==> config.mk <==
export PLATFORM = sky130hd
export DESIGN_NAME = booth_r4_csa_accumulator
export DESIGN_NICKNAME = d
export VERILOG_FILES = /design/src/rtl/booth_pkg.sv /design/src/rtl/Compressor_3_2.sv /design/src/rtl/csa_row_3_2.sv /design/src/rtl/booth_r4_csa_accumulator.sv
export SDC_FILE = /design/constraint.sdc
export NUM_CORES = 1
export LEC_CHECK = 0
export CAP_MARGIN = 20
export CORE_AREA = 10 10 159 161
export CTS_CLUSTER_DIAMETER = 40
export DETAILED_ROUTE_END_ITERATION = 16
export DIE_AREA = 0 0 169 171
export HOLD_SLACK_MARGIN = 0.1
export PLACE_DENSITY = 0.58
export SLEW_MARGIN = 20
export SYNTH_ARGS = -nofsm -noshare
export SYNTH_HDL_FRONTEND = slang
export SYNTH_SLANG_ARGS = --single-unit
==> constraint.sdc <==
create_clock -name clk -period 6.8 [get_ports clk]
set_clock_uncertainty 0.1 [all_clocks]
set_input_delay 1.7 -clock clk [delete_from_list [all_inputs] [get_ports clk]]
set_output_delay 1.7 -clock clk [all_outputs]
set_load 0.03 [all_outputs]
==> src/rtl/booth_pkg.sv <==
// Shared types and helpers for the radix-4 Booth carry-save accumulator.
package booth_pkg;

    typedef enum logic [1:0] {
        IDLE  = 2'd0,
        ACCUM = 2'd1,
        DONE  = 2'd2
    } state_t;

    // Booth digit as sign plus one-hot magnitude; sign with zero magnitude is still zero.
    typedef struct packed {
        logic sign;
        logic one;
        logic two;
    } booth_digit_t;

    localparam int BOOTH_WIDTH = 16;

    function automatic int step_width(input int width);
        return (width / 2 > 1) ? $clog2(width / 2) : 1;
    endfunction

    localparam int STEP_W = step_width(BOOTH_WIDTH);

    function automatic booth_digit_t booth_encode(input logic [2:0] window);
        booth_digit_t digit;
        digit.sign = window[2];
        digit.one  = window[1] ^ window[0];
        digit.two  = (window == 3'b011) || (window == 3'b100);
        return digit;
    endfunction

endpackage

==> src/rtl/Compressor_3_2.sv <==
// Single full-adder style 3:2 compressor cell.
module Compressor_3_2 (
    input  logic i0,
    input  logic i1,
    input  logic ci,
    output logic s,
    output logic co
);

    assign s  = i0 ^ i1 ^ ci;
    assign co = (i0 & i1) | (i0 & ci) | (i1 & ci);

endmodule

==> src/rtl/csa_row_3_2.sv <==
// Combinational row of 3:2 compressors; carry is returned already weighted one bit up.
module csa_row_3_2 #(
    parameter int N = 32
) (
    input  logic [N-1:0] a,
    input  logic [N-1:0] b,
    input  logic [N-1:0] c,
    output logic [N-1:0] sum,
    output logic [N-1:0] carry
);

    logic [N-1:0] co;
    logic         co_msb_unused;

    for (genvar i = 0; i < N; i++) begin : g_cell
        Compressor_3_2 u_cell (
            .i0 (a[i]),
            .i1 (b[i]),
            .ci (c[i]),
            .s  (sum[i]),
            .co (co[i])
        );
    end

    // Top carry falls outside the modulus and is dropped.
    assign co_msb_unused = co[N-1];
    assign carry         = {co[N-2:0], 1'b0};

endmodule

==> src/rtl/booth_r4_csa_accumulator.sv <==
// Sequential radix-4 Booth multiplier front end producing a carry-save product.
//
// state | meaning
// IDLE  | waiting for an operand pair, in_ready high
// ACCUM | one Booth partial product folded into S/C per cycle
// DONE  | S/C frozen and presented, waiting for out_ready
module booth_r4_csa_accumulator
    import booth_pkg::*;
#(
    parameter int WIDTH = BOOTH_WIDTH
) (
    input  logic                 clk,
    input  logic                 rst,
    input  logic                 in_valid,
    output logic                 in_ready,
    input  logic [WIDTH-1:0]     multiplicand,
    input  logic [WIDTH-1:0]     multiplier,
    output logic                 out_valid,
    input  logic                 out_ready,
    output logic [2*WIDTH-1:0]   out_sum,
    output logic [2*WIDTH-1:0]   out_carry
);

    localparam int PW = 2 * WIDTH;
    localparam int K_W = step_width(WIDTH);
    localparam logic [K_W-1:0] K_LAST = K_W'(WIDTH / 2 - 1);

    state_t         state;
    state_t         state_nxt;
    logic [PW-1:0]  a_ext;
    logic [WIDTH:0] bx;
    logic [K_W-1:0] k;
    logic [PW-1:0]  s_reg;
    logic [PW-1:0]  c_reg;

    logic [2:0]     window;
    booth_digit_t   digit;
    logic [PW-1:0]  mag;
    logic [PW-1:0]  pp_base;
    logic [PW-1:0]  pp;
    logic [PW-1:0]  row_sum;
    logic [PW-1:0]  row_carry;

    always_ff @(posedge clk or posedge rst) begin
        if (rst) begin
            state <= IDLE;
        end else begin
            state <= state_nxt;
        end
    end

    always_comb begin
        state_nxt = state;
        case (state)
            IDLE:    if (in_valid) state_nxt = ACCUM;
            ACCUM:   if (k == K_LAST) state_nxt = DONE;
            DONE:    if (out_ready) state_nxt = IDLE;
            default: state_nxt = IDLE;
        endcase
    end

    always_comb begin
        in_ready  = (state == IDLE);
        out_valid = (state == DONE);
    end

    // Partial product is formed exactly, including the two's complement negation.
    always_comb begin
        window  = bx[{k, 1'b0} +: 3];
        digit   = booth_encode(window);
        mag     = '0;
        if (digit.two) begin
            mag = a_ext << 1;
        end else if (digit.one) begin
            mag = a_ext;
        end
        pp_base = digit.sign ? (~mag + PW'(1)) : mag;
        pp      = pp_base << {k, 1'b0};
    end

    csa_row_3_2 #(
        .N (PW)
    ) u_csa_row (
        .a     (s_reg),
        .b     (pp),
        .c     (c_reg),
        .sum   (row_sum),
        .carry (row_carry)
    );

    always_ff @(posedge clk or posedge rst) begin
        if (rst) begin
            a_ext <= '0;
            bx    <= '0;
            k     <= '0;
            s_reg <= '0;
            c_reg <= '0;
        end else begin
            case (state)
                IDLE: begin
                    if (in_valid) begin
                        a_ext <= {{WIDTH{multiplicand[WIDTH-1]}}, multiplicand};
                        bx    <= {multiplier, 1'b0};
                        k     <= '0;
                        s_reg <= '0;
                        c_reg <= '0;
                    end
                end
                ACCUM: begin
                    s_reg <= row_sum;
                    c_reg <= row_carry;
                    k     <= (k == K_LAST) ? '0 : k + 1'b1;
                end
                default: begin
                end
            endcase
        end
    end

    assign out_sum   = s_reg;
    assign out_carry = c_reg;

endmodule

==> summary by stage, run 1 <==
Global route
The global-route wire length before repair is 33900 um. Across every metal layer, demand over resource in global routing totals 14.5%. For this run the aggregate overflow at the end of global routing stands at 0. Entering global routing, the biggest net connects 128 pins. The initial antenna violation count is 0. The number of global-route vias before repair was 6034.

Floorplanning
The number of placement rows is between 50 and 60. Once the floorplan was initialized, standard cells occupied approximately 34% of the core. The area of the die is between 0.02 and 0.03 sq mm. The die is about 170 um wide.

The vertical die dimension is approximately 170 um. The placeable core region is 0.0222 sq mm. The I/O pin count is slightly above 100.

Synthesis
When the netlist entered floorplanning its net count stood at 924. Of all flip-flops after synthesis, the portion carrying an async set or reset was 100%. The synthesis-stage register bit count is 100.

The synthesized netlist occupies a cell area of approximately 0.0076 sq mm. The count of different cell masters after synthesis is 78. Synthesis produced 852 cells. Sequential cells were found to cover approximately a third of the synthesized design area. The Yosys step of the flow raised 0 warnings. The primary flip-flop cell chosen by synthesis mapping is sky130_fd_sc_hd__dfrtp_1.

Yosys mapped a number of flops with a built-in enable equal to 0. The post-synthesis average cell area is around 9.0 sq um.

CTS
The TritonCTS clock tree is yes. After clock tree synthesis, the repair step resized 0 gates. Clock tree synthesis selected as its root buffer the cell sky130_fd_sc_hd__clkbuf_16. The maximum buffer depth of the clock tree is 2.

The count of H-tree levels built during CTS is 3. The CTS buffer count is 9. For this design, the sink count on the clock tree is 100. The clock insertion delay at the later pin of the skew report is ~0.36 ns.

After clock tree synthesis, the clock-pin slew on the worst setup and hold paths is 0.08 ns. The hold buffer count at cts is 0. Buffers added to address setup during post-CTS repair amount to 0.

STA
The fmax is approximately 0.17 GHz. The transition time of the tightest slew-check pin is 0.712 ns. The tightest slew margin relative to the limit is between 50 and 60%. The post-route clock period utilization is roughly 88%. Setup repair after global routing left no endpoint under its margin. The sum of negative setup slack is 0 ns. The number of failing hold endpoints at the final stage was 0.

The minimum setup slack in the final design is a little over 0.8 ns. The number of setup violations in the final report is 0. The final max-slew violation count came to 0. The worst path needs between 5 and 6 ns of the cycle, external delays included.

Critical path
The type of destination of the critical path is a register. Data on the critical path arrives at its endpoint at 6.17 ns. Grouping stages by cell kind, the critical path spends the most delay in simple AND/OR/NAND/NOR gates. Counting cells, the worst reg-to-reg path comes to 19. The biggest fanout along the worst timing path is 19. The signal on the critical path passes through mux4_2, mux2i_1, ha_1, clkinv_1, nor3_4, nor2_1, nand3_1, ha_1, nand2b_1, nor4_2, nand2_1, a21oi_1, o211a_4, a211oi_2, or4_1, o22ai_1, a21o_1, fa_1, o21ai_0.

The startpoint of the worst setup timing path is k[0]. The required arrival time at the worst endpoint is 6.98 ns. The reg-to-reg endpoint is out_sum[18]. For flop-to-flop paths, the worst setup slack is slightly above 0.8 ns. The worst-path cell with the longest stage delay is sky130_fd_sc_hd__dfrtp_1. The worst setup path is launched from a register. The total buffers and inverters traversed by the critical path is 1. The startpoint of the worst register-to-register path is k[0]. The critical path class is reg -> reg. The most numerous cell type found on the critical path is sky130_fd_sc_hd__ha_1. The critical path's largest stage delay is between 0.6 and 0.7 ns.

Place
Once placement completed, the tool counted placed cells totaling approximately 1100. The congestion estimate from routability-driven global placement came to roughly 0.94. The number of input and output port buffers inserted is 100.

The half-perimeter wire length after detailed placement is roughly 16000 um. Timing analysis after detailed placement gives a worst setup slack of 0.849 ns.

Cells and area
The share of the core filled with cells in the final layout is 38.9%. For this run, the post-layout net count is ~920. The final cell count without fillers is about 1100.

The number of antenna repair diodes is 0. The share of final-layout standard cells stronger than drive strength 1 is 11.9%. In the layout the commonest cells are sky130_fd_sc_hd__dfrtp_1, sky130_fd_sc_hd__clkdlybuf4s50_1, sky130_fd_sc_hd__o21ai_0. The synthesis-to-layout area growth is 13.4%.

Drt
The mean routed wirelength per cell is about 18 um. In the routed design, unresolved DRC markers number 0. The via density per instance is 5.31.

Wires add up to around 21000 um. The count of antenna-violating nets left after detailed routing is 0. The first detailed-routing pass ran for 6 iterations. The DRC violation total after the first TritonRoute iteration is 506. The total via count in the routed design is around 6000.

Hold path
The number of cells traversed by the worst hold path is 1. The classification of the worst-slack hold path is reg -> reg. The start point of the worst min-delay path is bx[11]. The endpoint of the worst hold path is bx[11].

Status
The flow ran to the end, and the final reports show no timing, DRC or antenna violations.

Job
Across the run, the number of max-cap violations was 0.
[sequential cells by signal (all words and copies together), names as in the netlist]
register / cells
k: 3
out_carry: 31
state: 2
a_ext: 16
bx: 16
out_sum: 32
[worst max path at each step]
stage               cells past startpoint     endpoint  slack [ns]
finish                                 19  out_sum[18]        0.81
CTS                                    20  out_sum[18]        0.78
detailed placement                     20  out_sum[18]        0.85
global placement                       20  out_sum[20]        0.99
floorplan                              26  out_sum[18]        1.02
global route                           20  out_sum[18]        0.27
[per-stage QoR]
step / cell area [sq um] / hold WS (ns)
floorplan: 7630 / 0.374
global placement: 8340 / 0.397
detailed placement: 8340 / 0.396
CTS: 8640 / 0.413
global route: 8660 / 0.426
finish: 8660 / 0.412
[metal layers]
metal	routed length [um]	GRT usage (%)
met5	0	0
met2	9760	22.5
met4	326	4.24
met1	9510	19.6
met3	1260	3.37
[synthesized netlist by cell type, types with 6 or more instances]
cell	count	area share, %
sky130_fd_sc_hd__dfrtp_1	100	33
sky130_fd_sc_hd__o21ai_0	90	5.9
sky130_fd_sc_hd__nand3_1	77	5.1
sky130_fd_sc_hd__inv_1	70	3.4
sky130_fd_sc_hd__buf_4	69	6.8
sky130_fd_sc_hd__nand2_1	61	3.0
sky130_fd_sc_hd__clkbuf_1	44	2.2
sky130_fd_sc_hd__mux2_2	38	5.6
sky130_fd_sc_hd__nor2_1	33	1.6
sky130_fd_sc_hd__fa_1	30	7.9
sky130_fd_sc_hd__a21oi_1	22	1.4
sky130_fd_sc_hd__mux2i_1	17	2.2
sky130_fd_sc_hd__nor3_1	15	0.98
sky130_fd_sc_hd__o211ai_1	9	0.89
sky130_fd_sc_hd__and2_1	8	0.66
sky130_fd_sc_hd__or3_1	8	0.66
sky130_fd_sc_hd__a21o_1	7	0.69
sky130_fd_sc_hd__nand2b_1	7	0.57
sky130_fd_sc_hd__a22o_1	6	0.69
sky130_fd_sc_hd__ha_1	6	0.98
sky130_fd_sc_hd__or2_2	6	0.49
sky130_fd_sc_hd__or4_1	6	0.59
sky130_fd_sc_hd__xnor2_1	6	0.69
[layout make-up]
class / count / area [sq um]
Fill cell: 2220 / 13600
Tap cell: 285 / 357
Clock inverter: 7 / 68.8
Inverter: 72 / 273
Clock buffer: 9 / 225
Sequential cell: 100 / 2500
Multi-Input combinational cell: 556 / 4140
Timing Repair Buffer: 111 / 1100
[logic make-up (layout without fill, tap and decap cells)]
kind of cell	Yosys count	count (layout)	share of synthesized area (%)
buf+inv	196	199	13.2
simple gates	248	248	16.6
flops	100	100	32.8
mux	58	58	8.72
compound gates	204	204	18.7
xor+xnor	9	9	1.03
other cells	1	1	0.0491
fa+ha+maj	36	36	8.85
[worst reg2reg max path, stage by stage, from the launching register on]
cell	delay, ns
sky130_fd_sc_hd__dfrtp_1	0.63
sky130_fd_sc_hd__mux4_2	0.57
sky130_fd_sc_hd__mux2i_1	0.21
sky130_fd_sc_hd__ha_1	0.60
sky130_fd_sc_hd__clkinv_1	0.51
sky130_fd_sc_hd__nor3_4	0.30
sky130_fd_sc_hd__nor2_1	0.09
sky130_fd_sc_hd__nand3_1	0.18
sky130_fd_sc_hd__ha_1	0.32
sky130_fd_sc_hd__nand2b_1	0.10
sky130_fd_sc_hd__nor4_2	0.23
sky130_fd_sc_hd__nand2_1	0.11
sky130_fd_sc_hd__a21oi_1	0.22
sky130_fd_sc_hd__o211a_4	0.22
sky130_fd_sc_hd__a211oi_2	0.10
sky130_fd_sc_hd__or4_1	0.54
sky130_fd_sc_hd__o22ai_1	0.18
sky130_fd_sc_hd__a21o_1	0.13
sky130_fd_sc_hd__fa_1	0.41
sky130_fd_sc_hd__o21ai_0	0.18
Power of run 1 is left out: the tool's default activity adds up to more than one toggle a clock period on the data nets, which glitch-free logic cannot reach.
==> run 2: changes to the inputs <==
--- a/config.mk
+++ b/config.mk
@@ -7,11 +7,12 @@
 export LEC_CHECK = 0
 export CAP_MARGIN = 20
 export CORE_AREA = 10 10 159 161
+export CTS_BUF_LIST = sky130_fd_sc_hd__clkbuf_4 sky130_fd_sc_hd__clkbuf_8
 export CTS_CLUSTER_DIAMETER = 40
 export DETAILED_ROUTE_END_ITERATION = 16
 export DIE_AREA = 0 0 169 171
 export HOLD_SLACK_MARGIN = 0.1
-export PLACE_DENSITY = 0.58
+export PLACE_DENSITY = 0.64
 export SLEW_MARGIN = 20
 export SYNTH_ARGS = -nofsm -noshare
 export SYNTH_HDL_FRONTEND = slang
==> summary by stage, run 2 (synthesis results as in run 1) <==
Status
The flow ran to the end, and the final reports show no timing, DRC or antenna violations.

Critical path
The kind of launch point of the worst setup path is a register. The critical path's largest stage delay is 0.61 ns (-0.02 ns). The reg-to-reg endpoint is out_sum[18]. The critical path goes through clkinv_1, o31ai_1, a21o_1, ha_1, clkinv_1, nor3_4, nor2_1, nand3_1, ha_1, nand2b_1, nor4_2, nand2_1, a21oi_1, o211a_4, a211oi_2, or4_1, o22ai_1, a21o_1, fa_1, o21ai_0.

The worst register-to-register path begins at k[1]. The slowest stage of the critical path belongs to the cell sky130_fd_sc_hd__dfrtp_1. The type of destination of the critical path is a register. The arrival time of the worst setup path was 5.70 ns (-0.47 ns). The slack of the worst reg-to-reg path came to 1.32 ns (+0.51 ns). The critical path is of the reg -> reg type. The startpoint of the worst setup timing path is k[1]. The biggest fanout along the worst timing path came to 12 (-7). The worst setup path endpoint is out_sum[18]. The worst reg-to-reg path cell count is 20 (+1).

The required arrival time at the worst endpoint was 7.02 ns (+0.04 ns).

Floorplanning
The initial core utilization is 34.3% (unchanged). The die boundary width was 169 um (unchanged). The area of the die is 0.0289 sq mm (unchanged). The placeable core region is 0.0222 sq mm (unchanged).

The vertical die dimension is 171 um (unchanged). The number of placement rows is 55 (unchanged). The I/O pin count is 102 (unchanged).

CTS
The CTS buffer count is 9 (unchanged). The number of gates given a new drive strength after cts came to 0 (unchanged). The clock slew seen by the registers of the worst setup and hold paths is 0.10 ns (+0.02 ns). The count of H-tree levels built during CTS came to 3 (unchanged). The clock insertion delay at the later pin of the skew report is 0.40 ns (+0.04 ns). The number of sinks on the clock net is 100 (unchanged). The maximum buffer depth of the clock tree came to 2 (unchanged). The TritonCTS clock tree is yes. CTS placed an instance of sky130_fd_sc_hd__clkbuf_8 at the clock tree root. The hold buffer count at cts is 0 (unchanged). The post-CTS setup repair buffer count is 0 (unchanged).

Job
The number of max-cap violations came to 0 (unchanged).

Global route
The global routing usage summed across all routing layers is 14.4% (-0.026 points). The overflow left after global routing is 0 (unchanged). The pin count of the biggest net entering global routing is 128 (unchanged). The number of global-route vias before repair was 6057 (+0.38%). The initial antenna violation count is 0 (unchanged).

The global-route wire length before repair is 34100 um (+0.45%).

Place
The final weighted congestion in routability-driven placement is 0.925 (-2.0%). The number of input and output port buffers inserted is 100 (unchanged). The half-perimeter wire length after detailed placement came to 15500 um (+0.11%).

Drt
The DRC violation total after the first TritonRoute iteration is 555 (+9.7%). The detailed-routing iteration count for the pre-antenna-repair pass is 5 (-1). The sum of routed wire length over all layers was 20700 um (-0.71%). The via density per instance was 5.33 (+0.35%).

The count of antenna-violating nets left after detailed routing is 0 (unchanged). The mean routed wirelength per cell was 18.1 um (-0.97%). The remaining routing DRC violations came to 0 (unchanged).

The total via count in the routed design came to 6091 (+0.61%).

STA
The transition time of the tightest slew-check pin is 0.799 ns (+0.0872 ns). The shortest clock period the worst path allows after layout is 5.48 ns (-0.507 ns). The final max-slew violation count was 0 (unchanged). The tightest slew margin relative to the limit came to 46.8% (-5.4 points). The post-route clock period utilization was 80.6% (-7.5 points). The number of failing hold endpoints at the final stage is 0 (unchanged).

The number of setup violations in the final report came to 0 (unchanged). The fmax is 0.182 GHz (+9.3%). The sum of negative setup slack came to 0 ns (unchanged).

Setup repair after global routing left no endpoint under its margin.

Cells and area
The number of antenna repair diodes came to 0 (unchanged). Relative to the synthesized area, the layout overhead comes to 12.7%. The layout net count was 925 (+0.33%). The number of flip-flops in the largest register is 32 (unchanged). The share of final-layout standard cells stronger than drive strength 1 is 12.2% (+0.31 points). The top cell types in the final layout, fill and taps aside, are sky130_fd_sc_hd__dfrtp_1, sky130_fd_sc_hd__clkdlybuf4s50_1, sky130_fd_sc_hd__o21ai_0.

Hold path
The classification of the worst-slack hold path is reg -> reg.
## run 2: cell count changes in the layout (fill, tap and decap cells not counted)
cell,before,now
sky130_fd_sc_hd__bufinv_16,0,1
sky130_fd_sc_hd__inv_8,2,1
sky130_fd_sc_hd__clkinv_2,1,0
sky130_fd_sc_hd__clkbuf_8,0,9
sky130_fd_sc_hd__clkbuf_16,9,0
sky130_fd_sc_hd__buf_4,10,13
sky130_fd_sc_hd__inv_6,1,2
## run 2: per-stage QoR
stage | hold slack, ns | cells | worst slack (ns) | utilization, % | area (sq um)
floorplan | 0.374 | 852 | 1.02 | - | 7630
global placement | 0.389 | 1126 | 1.47 | 37.6 | 8370
detailed placement | 0.394 | 1126 | 1.40 | 37.6 | 8370
CTS | 0.419 | 1142 | 1.36 | 38.6 | 8580
global route | 0.441 | 1143 | 0.797 | 38.7 | 8600
finish | 0.419 | 1143 | 1.32 | 38.7 | 8600
## run 2: worst max-delay path: cells and delay by family, from the launching register on
family / cells / cell delay, ns
buffers and inverters: 2 / 0.71
AND/OR/NAND/NOR: 7 / 1.58
flip-flops: 1 / 0.61
adder cells (fa/ha/maj): 3 / 0.92
AO/OA/AOI/OAI: 8 / 1.51
## run 2: how the worst min path moves through the flow
stage | from | end | cells past startpoint
after global placement | bx[5] | bx[5] | 1
after CTS | bx[5] | bx[5] | 1
after floorplan | bx[16] | bx[16] | 1
final | bx[5] | bx[5] | 1
after detailed placement | bx[5] | bx[5] | 1
after global routing | bx[7] | bx[7] | 1
## run 2: layer usage
metal  part of all wire, %  track usage (%)  up-vias  routed length [um]
met4                   1.2             3.04        0                 247
met3                   5.8             3.28       17                1200
met2                    46             22.7      169                9610
li1                      -                -     2923                   -
met1                    47             19.8     2982                9640
met5                     0                0        -                   0
## run 2: final cells by class
class	instances	area, sq um
flip-flops and latches	100	2500
clock buffers	9	124
fillers	2248	13600
inverters	72	273
well taps	285	357
repair buffers	114	1120
clock inverters	7	91.3
multi-input cells	556	4140
Power of run 2 is left out for the same reason.
